**src/rtl/pcs_block_lock_ctrl.sv**
```systemverilog
// Purpose : 66b block-lock controller; checks sync headers, slips the gearbox until locked.
// Latency : blk_lock changes the cycle after the deciding header; slip pulses two cycles after it.
// Backpressure: none; hdr_valid may gap, idle cycles leave the window untouched.
//
// Ports:
//   clk156, rstb156        core clock, asynchronous active-low reset
//   signal_ok              PMA signal detect; low restarts acquisition
//   hdr_valid, sync_hdr    qualified 2-bit sync header of the current 66b block
//   slip                   one-cycle request to shift gearbox alignment by one bit
//   blk_lock               block lock indication
//   sh_invld_cnt_o         invalid-header count of the current window (debug)
// Optional build macro LOCK_STATS_EN adds slip_cnt[15:0] and lock_loss_cnt[7:0]
// (saturating counts of slip pulses and of header-induced lock losses).
module pcs_block_lock_ctrl #(
    parameter int SH_WIN       = 64,
    parameter int SH_INVLD_MAX = 16,
    parameter int SLIP_WAIT    = 32
) (
    input  logic                          clk156,
    input  logic                          rstb156,
    input  logic                          signal_ok,
    input  logic                          hdr_valid,
    input  logic [1:0]                    sync_hdr,
    output logic                          slip,
    output logic                          blk_lock,
    output logic [$clog2(SH_INVLD_MAX):0] sh_invld_cnt_o
`ifdef LOCK_STATS_EN
    ,
    output logic [15:0]                   slip_cnt,
    output logic [7:0]                    lock_loss_cnt
`endif
);

    localparam int SH_CNT_W = $clog2(SH_WIN) + 1;
    localparam int INV_W    = $clog2(SH_INVLD_MAX) + 1;
    localparam int WAIT_W   = 8;

    localparam logic [SH_CNT_W-1:0] SH_WIN_L       = SH_CNT_W'(SH_WIN);
    localparam logic [INV_W-1:0]    INV_MAX_L      = INV_W'(SH_INVLD_MAX);
    localparam logic [WAIT_W-1:0]   WAIT_LAST_L    = WAIT_W'(SLIP_WAIT - 1);

    typedef enum logic [1:0] {
        ST_LOCK_INIT,
        ST_TEST_SH,
        ST_SLIP,
        ST_SLIP_WAIT
    } state_t;

    state_t                state_q, state_d;
    logic [SH_CNT_W-1:0]   sh_cnt_q, sh_cnt_d;
    logic [INV_W-1:0]      invld_q, invld_d;
    logic [WAIT_W-1:0]     wait_q, wait_d;
    logic                  blk_lock_q, blk_lock_d;
    logic                  slip_q, slip_d;

    logic                  hdr_ok;
    logic [SH_CNT_W-1:0]   sh_cnt_inc;
    logic [INV_W-1:0]      invld_inc;

`ifdef LOCK_STATS_EN
    logic [15:0]           slip_cnt_q, slip_cnt_d;
    logic [7:0]            lock_loss_cnt_q, lock_loss_cnt_d;
`endif

    always_comb begin
        state_d    = state_q;
        sh_cnt_d   = sh_cnt_q;
        invld_d    = invld_q;
        wait_d     = wait_q;
        blk_lock_d = blk_lock_q;
        slip_d     = 1'b0;
`ifdef LOCK_STATS_EN
        slip_cnt_d      = slip_cnt_q;
        lock_loss_cnt_d = lock_loss_cnt_q;
`endif

        // 01 and 10 are the only legal sync headers.
        hdr_ok     = sync_hdr[1] ^ sync_hdr[0];
        sh_cnt_inc = sh_cnt_q + SH_CNT_W'(1);
        invld_inc  = (invld_q == INV_MAX_L) ? invld_q : invld_q + INV_W'(1);

        if (!signal_ok) begin
            // Loss of signal overrides everything, including a slip about to fire.
            state_d    = ST_LOCK_INIT;
            blk_lock_d = 1'b0;
            sh_cnt_d   = '0;
            invld_d    = '0;
            wait_d     = '0;
        end else begin
            case (state_q)
                ST_LOCK_INIT: begin
                    blk_lock_d = 1'b0;
                    sh_cnt_d   = '0;
                    invld_d    = '0;
                    wait_d     = '0;
                    state_d    = ST_TEST_SH;
                end

                ST_TEST_SH: begin
                    if (hdr_valid) begin
                        if (!hdr_ok && !blk_lock_q) begin
                            // Any bad header while hunting means wrong alignment.
                            state_d  = ST_SLIP;
                            sh_cnt_d = '0;
                            invld_d  = '0;
                        end else if (!hdr_ok && (invld_inc == INV_MAX_L)) begin
                            // Checked before window completion so loss of lock wins a tie.
                            blk_lock_d = 1'b0;
                            state_d    = ST_SLIP;
                            sh_cnt_d   = '0;
                            invld_d    = '0;
`ifdef LOCK_STATS_EN
                            if (lock_loss_cnt_q != 8'hFF) begin
                                lock_loss_cnt_d = lock_loss_cnt_q + 8'd1;
                            end
`endif
                        end else if (sh_cnt_inc == SH_WIN_L) begin
                            // Window done: unlocked implies every header was good.
                            blk_lock_d = 1'b1;
                            sh_cnt_d   = '0;
                            invld_d    = '0;
                        end else begin
                            sh_cnt_d = sh_cnt_inc;
                            invld_d  = hdr_ok ? invld_q : invld_inc;
                        end
                    end
                end

                ST_SLIP: begin
                    slip_d     = 1'b1;
                    blk_lock_d = 1'b0;
                    wait_d     = '0;
                    state_d    = ST_SLIP_WAIT;
                end

                ST_SLIP_WAIT: begin
                    // Headers are ignored while the gearbox settles on the new alignment.
                    if (wait_q == WAIT_LAST_L) begin
                        state_d  = ST_TEST_SH;
                        wait_d   = '0;
                        sh_cnt_d = '0;
                        invld_d  = '0;
                    end else begin
                        wait_d = wait_q + WAIT_W'(1);
                    end
                end

                default: begin
                    state_d    = ST_LOCK_INIT;
                    blk_lock_d = 1'b0;
                end
            endcase
        end

`ifdef LOCK_STATS_EN
        if (slip_d && (slip_cnt_q != 16'hFFFF)) begin
            slip_cnt_d = slip_cnt_q + 16'd1;
        end
`endif
    end

    always_ff @(posedge clk156 or negedge rstb156) begin
        if (!rstb156) begin
            state_q    <= ST_LOCK_INIT;
            sh_cnt_q   <= '0;
            invld_q    <= '0;
            wait_q     <= '0;
            blk_lock_q <= 1'b0;
            slip_q     <= 1'b0;
`ifdef LOCK_STATS_EN
            slip_cnt_q      <= '0;
            lock_loss_cnt_q <= '0;
`endif
        end else begin
            state_q    <= state_d;
            sh_cnt_q   <= sh_cnt_d;
            invld_q    <= invld_d;
            wait_q     <= wait_d;
            blk_lock_q <= blk_lock_d;
            slip_q     <= slip_d;
`ifdef LOCK_STATS_EN
            slip_cnt_q      <= slip_cnt_d;
            lock_loss_cnt_q <= lock_loss_cnt_d;
`endif
        end
    end

    assign slip           = slip_q;
    assign blk_lock       = blk_lock_q;
    assign sh_invld_cnt_o = (state_q == ST_TEST_SH) ? invld_q : '0;

`ifdef LOCK_STATS_EN
    assign slip_cnt      = slip_cnt_q;
    assign lock_loss_cnt = lock_loss_cnt_q;
`endif

endmodule

```
**config.mk**
```make
export PLATFORM = sky130hd
export DESIGN_NAME = pcs_block_lock_ctrl
export DESIGN_NICKNAME = d
export VERILOG_FILES = /design/src/rtl/pcs_block_lock_ctrl.sv
export SDC_FILE = /design/constraint.sdc
export NUM_CORES = 1
export LEC_CHECK = 0
export CORE_MARGIN = 3
export CORE_UTILIZATION = 25
export CTS_BUF_LIST = sky130_fd_sc_hd__clkbuf_8
export CTS_CLUSTER_SIZE = 24
export DETAILED_ROUTE_END_ITERATION = 6
export GPL_ROUTABILITY_DRIVEN = 0
export PLACE_DENSITY = 0.51
export SKIP_CTS_REPAIR_TIMING = 1
export SKIP_LAST_GASP = 1
export SLEW_MARGIN = 20
export SYNTH_ARGS = -nofsm -noshare
export SYNTH_HDL_FRONTEND = slang
export SYNTH_SLANG_ARGS = --single-unit
```
**constraint.sdc**
```tcl
create_clock -name clk156 -period 2.48 [get_ports clk156]
set_clock_uncertainty 0.1 [all_clocks]
set_input_delay 0.496 -clock clk156 [delete_from_list [all_inputs] [get_ports clk156]]
set_output_delay 0.496 -clock clk156 [all_outputs]
set_load 0.03 [all_outputs]
```
==> metrics.csv, run 1 <==
metric,value,unit
status,completed,
fin_nets,223,
cts_sinks,24,
synth_nets,196,
cts_tree,done,
track_usage,10.95,%
cp-start-kind,register,
p_leak,0.9198,nW
async_reset_ff_share,100.0,%
drt_wl_total,3828,um
grt_pass1_vias,1343,
antenna_cells,0,
vias,1452,
grt_max_degree,25,
setup_viol,0,
htreeDepth,1,
dp_hpwl,2774,um
maxSlewViolCount,0,
root_buffer,clkbuf_8,
drt_iter0_markers,69,
avgRoutedWirePerCell,13.53,um
worstHoldPathType,register to register,
relSlewSlack,52.70,%
io_pins,13,
die_w,86.79,um
max_slew.worst_pin.slew,0.7065,ns
postSynthCellCount,182,
initial_core_util,26.61,%
fp.dieH,86.79,um
avgViaCountPerCell,5.131,
cp_cell_sequence,inv_1 -> ha_1 -> o211a_1 -> or2_1 -> or2_0 -> a221o_1,
critPathArrivalTime,2.40,ns
finalCritPeriodShare,94.13,%
max_stage_delay,0.48,ns
final_hold_viol_count,0,
path_class,register to register,
io_buffers,12,
clock_path_buffers,2,
synth_ff_type,dfrtp_1,
rsz0062_at_grt,false,
layout_common_cells,"23 x dfrtp_1, 18 x buf_4, 17 x nand2_1, 16 x o21ai_0, 11 x nand3_1",
cts.clk_slew.worst_paths,0.09,ns
crit_path_end_kind,register,
ys_ff_latch,24,
path_max_fanout,10,
synth_cell_types,52,
dieArea,7532,sq um
remaining_drc_errors,0,
clk_latency,0.27,ns
fmax,428.4,MHz
firstDrtPassIters,5,
cp.required,2.54,ns
layout_commonest_cell,dfrtp_1,
drtAntennaViolNets,0,
drv_cap,0,
cpMaxStageDelayCell,dfrtp_1,
antenna_found_initial,0,
ir_drop,0.2586,mV
drive_gt1_share,15.38,%
yosysWarnings,0,
syn_area,1632,sq um
fin_crit,2.334,ns
core_area,6131,sq um
grt_pass1_wl,6555,um
seq_area_frac_synth,36.81,%
area_growth,23.77,%
synth_edf_count,0,
tns,0,ns
fin_cells,283,
postLayoutCoreUtil,32.94,%
synth_area_per_cell,8.965,sq um
cts_made_buffers,3,
gr-total-overflow,0,
power_density,555.1,nW/um^2
dpl.cell_count,279,
std_cell_rows,28,
## through the flow
step	hold WS, ns	area (sq um)	power [mW]	setup WS (ns)
2_1_floorplan	0.1004	1632	0.6991	0.1241
3_3_place_gp	0.3841	1948	0.8563	-0.02205
3_5_place_dp	0.3870	1948	0.8528	-0.09782
4_1_cts	0.4032	2003	1.135	-0.2039
5_1_grt	0.4440	2019	1.201	0.008108
6_report	0.3972	2019	1.121	0.1455
## critical path: cells and delay by family, from the launching register on
family                   cells  cell delay [ns]
flip-flops                   1             0.48
adder cells (fa/ha/maj)      1             0.32
buffers and inverters        1             0.12
AND/OR/NAND/NOR              2             0.65
AO/OA/AOI/OAI                2             0.57
## power breakdown
part           leakage [nW]  switching, mW  internal, mW
logic                 0.562          0.229         0.177
clock network        0.0288          0.130         0.142
registers             0.330         0.0251         0.418
total                 0.920          0.384         0.737
## final cells by class
cell class | count | area (sq um)
Fill cell | 631 | 4111
Multi-Input combinational cell | 142 | 970.9
Sequential cell | 24 | 601.8
Timing Repair Buffer | 30 | 267.8
Tap cell | 75 | 93.84
Clock buffer | 4 | 55.05
Inverter | 8 | 30.03
## layer usage
metal  global-route usage (%)  vias to the layer above  part of all wire [%]
met5                        0                        -                     0
met4                    2.975                        0                   1.2
met3                    2.376                        4                   3.4
met2                    15.46                       23                    42
met1                    16.59                      691                    54
li1                         -                      734                     -
## synthesized netlist by cell type (3+ instances only)
master | instances | area (sq um)
a21boi_0 | 3 | 22.52
a22o_1 | 4 | 35.03
a311o_1 | 3 | 30.03
a31oi_1 | 4 | 25.02
and2_1 | 8 | 50.05
clkbuf_1 | 6 | 22.52
dfrtp_1 | 24 | 600.6
ha_1 | 8 | 100.1
inv_1 | 8 | 30.03
nand2_1 | 17 | 63.81
nand3_1 | 11 | 55.05
nand4_1 | 6 | 37.54
nor2_1 | 10 | 37.54
nor2b_1 | 3 | 18.77
nor3_1 | 4 | 20.02
o21ai_0 | 16 | 80.08
or3_1 | 3 | 18.77
xnor2_1 | 3 | 26.28
## state kept, by name, indices dropped and copies added, names as in the netlist
register  flops
invld_q       5
wait_q        8
sh_cnt_q      7
slip          1
blk_lock      1
state_q       2
## path summary, 6_finish.rpt
kind / startpoint / to / slack [ns] / depth (start not counted)
max: state_q[0]$_DFFE_PN0P_ / invld_q[0]$_DFFE_PN0P_ / 0.15 / 6
min: wait_q[7]$_DFFE_PN0P_ / wait_q[7]$_DFFE_PN0P_ / 0.40 / 1
max reg2reg: state_q[0]$_DFFE_PN0P_ / invld_q[0]$_DFFE_PN0P_ / 0.15 / 6
min reg2reg: wait_q[7]$_DFFE_PN0P_ / wait_q[7]$_DFFE_PN0P_ / 0.40 / 1
max in group asynchronous: rstb156 / invld_q[0]$_DFFE_PN0P_ / 1.54 / 2
min in group asynchronous: rstb156 / wait_q[5]$_DFFE_PN0P_ / 0.48 / 2
## cells by family (layout without fill, tap and decap cells)
kind of cell,count (synthesis),after routing,synth area share [%]
AOI/OAI and AO/OA,54,54,25.46
xor gates and xnor gates,4,4,2.148
adders and majority gates,8,8,6.135
buffers and inverters,16,42,3.834
DFF,24,24,36.81
muxes,1,1,0.6135
and+or+nand+nor,75,75,25.00
Note: power is estimated with default switching activity, not from simulation.
==> inputs of run 2 (changes only) <==
--- a/config.mk
+++ b/config.mk
@@ -12,7 +12,6 @@
 export DETAILED_ROUTE_END_ITERATION = 6
 export GPL_ROUTABILITY_DRIVEN = 0
 export PLACE_DENSITY = 0.51
-export SKIP_CTS_REPAIR_TIMING = 1
 export SKIP_LAST_GASP = 1
 export SLEW_MARGIN = 20
 export SYNTH_ARGS = -nofsm -noshare
==> metrics.csv, run 2 (synthesis gave the netlist of run 1 again) <==
metric,value,unit,change
drt_iter0_markers,70,,was 69
status,completed,,unchanged
crit_path_end_kind,register,,unchanged
cts_tree,done,,unchanged
whs,0.3972,ns,unchanged
gr-total-overflow,0,,unchanged
crit_path_end,invld_q[0]$_DFFE_PN0P_,,unchanged
layout_commonest_cell,dfrtp_1,,unchanged
seq_power_share,39.5,%,about the same
std_cell_rows,28,,unchanged
max_slew.worst_pin.slew,0.7065,ns,unchanged
finalCritPeriodShare,94.13,%,unchanged
antenna_found_initial,0,,unchanged
dpl_worst_slack,-0.09782,ns,unchanged
reg_top3,"wait_q (8), sh_cnt_q (7), invld_q (5)",,unchanged
clock_path_buffers,2,,unchanged
firstDrtPassIters,5,,unchanged
drtAntennaViolNets,0,,unchanged
setup_ws,0.1455,ns,unchanged
grt_pass1_wl,6555,um,unchanged
power_density,560.0,nW/um^2,was 555.1 nW/um^2
post_cts.repair.setup_buffers,0,,
cp.required,2.54,ns,about the same
htreeDepth,1,,unchanged
io_buffers,12,,unchanged
path_buf_inv,1,,unchanged
cp-startpoint,state_q[0]$_DFFE_PN0P_,,unchanged
relSlewSlack,52.70,%,unchanged
swShare,34.29,%,was 34.27%
fp.dieH,86.79,um,unchanged
initial_core_util,26.61,%,unchanged
fmax,428.4,MHz,unchanged
path_max_fanout,10,,unchanged
r2r_cells,6,,unchanged
critPathArrivalTime,2.40,ns,about the same
cpMaxStageDelayCell,dfrtp_1,,unchanged
rsz0062_at_grt,false,,unchanged
cts.clk_slew.worst_paths,0.09,ns,about the same
vias,1452,,unchanged
root_buffer,clkbuf_8,,unchanged
fill_cells,637,,was 631
hold_buffers,0,,
track_usage,10.95,%,unchanged
setup_viol,0,,unchanged
fin_nets,223,,unchanged
crit_family,simple AND/OR/NAND/NOR gates,,unchanged
dieArea,7532,sq um,unchanged
grt_pass1_vias,1343,,unchanged
reg2reg_slack,0.15,ns,about the same
avgRoutedWirePerCell,13.49,um,was 13.53 um
tns,0,ns,unchanged
core_area,6131,sq um,unchanged
final_hold_viol_count,0,,unchanged
worstHoldPathType,register to register,,unchanged
grt_max_degree,25,,unchanged
cp-start-kind,register,,unchanged
cts_made_buffers,3,,unchanged
power.internal,0.7361,mW,was 0.7368 mW
p_leak,0.8505,nW,was 0.9198 nW
r2r_end,invld_q[0]$_DFFE_PN0P_,,unchanged
power.switching,0.3842,mW,about the same
clk_latency,0.27,ns,about the same
drv_cap,0,,unchanged
largest_register_ffs,8,,unchanged
p_comb_share,36.2,%,about the same
remaining_drc_errors,0,,unchanged
dp_hpwl,2774,um,unchanged
ir_drop,0.2586,mV,about the same
cts_sinks,24,,unchanged
antenna_cells,0,,unchanged
maxSlewViolCount,0,,unchanged
cp_cell_sequence,inv_1 -> ha_1 -> o211a_1 -> or2_1 -> or2_0 -> a221o_1,,unchanged
r2r_start,state_q[0]$_DFFE_PN0P_,,unchanged
max_stage_delay,0.48,ns,about the same
postLayoutCoreUtil,32.63,%,was 32.94%
area_growth,22.62,%,was 23.77%
die_w,86.79,um,unchanged
avgViaCountPerCell,5.131,,unchanged
drt_wl_total,3818,um,was 3828 um
path_depth,6,,unchanged
drive_gt1_share,15.38,%,unchanged
clkPwrFrac,24.3,%,about the same
path_class,register to register,,unchanged
io_pins,13,,unchanged
layout_common_cells,"23 x dfrtp_1, 18 x buf_4, 17 x nand2_1, 16 x o21ai_0, 11 x nand3_1",,unchanged
p_total,1.120,mW,was 1.121 mW
regMostFlops,wait_q,,unchanged
fin_crit,2.334,ns,unchanged
-- run 2: cell count changes in the layout (fill, tap and decap cells not counted), sizes merged --
cell and change:
dlymetal6s2s -5, dlygate4sd2 +5
-- run 2: cell type report --
cell class | instances | area, sq um | share of cell area (%)
multi-input combinational | 142 | 970.9 | 48.53
clock buffer | 4 | 55.05 | 2.752
timing repair buffer | 30 | 249.0 | 12.45
sequential | 24 | 601.8 | 30.08
tap | 75 | 93.84 | 4.690
inverter | 8 | 30.03 | 1.501
-- run 2: worst min-delay path by stage --
| stage | cells after the start | slack, ns | endpoint | start |
|---|---|---|---|---|
| detailed placement | 1 | 0.39 | wait_q[7]$_DFFE_PN0P_ | wait_q[7]$_DFFE_PN0P_ |
| finish | 1 | 0.40 | wait_q[7]$_DFFE_PN0P_ | wait_q[7]$_DFFE_PN0P_ |
| CTS | 1 | 0.40 | wait_q[7]$_DFFE_PN0P_ | wait_q[7]$_DFFE_PN0P_ |
| floorplan | 0 | 0.10 | blk_lock$_DFFE_PN0P_ | rstb156 |
| global placement | 1 | 0.38 | wait_q[7]$_DFFE_PN0P_ | wait_q[7]$_DFFE_PN0P_ |
| global route | 1 | 0.44 | wait_q[7]$_DFFE_PN0P_ | wait_q[7]$_DFFE_PN0P_ |
-- run 2: power groups by stage --
stage | registers [mW] | logic, mW | clock network (mW)
after floorplan | 0.460 | 0.239 | 0
after global placement | 0.449 | 0.407 | 0
after detailed placement | 0.450 | 0.402 | 0
after CTS | 0.443 | 0.407 | 0.287
after global routing | 0.449 | 0.452 | 0.299
final | 0.443 | 0.405 | 0.272
-- run 2: per-stage QoR --
stage,instances,cell area [sq um]
after floorplan,182,1632
after global placement,279,1948
after detailed placement,279,1948
after CTS,283,1999
after global routing,283,2001
final,283,2001
-- run 2: metal layers --
layer / global-route usage, % / part of all wire (%) / up-vias
li1: - / - / 734
met1: 16.59 / 54 / 691
met2: 15.46 / 42 / 23
met3: 2.376 / 3.4 / 4
met4: 2.975 / 1.2 / 0
met5: 0 / 0 / -
-- run 2: timing repair --
item / in CTS / in global routing
gates resized for setup: 6 / 1
cloned: 0 / 0
pin swaps: 0 / 0
endpoints found under the setup margin: 5 / 1
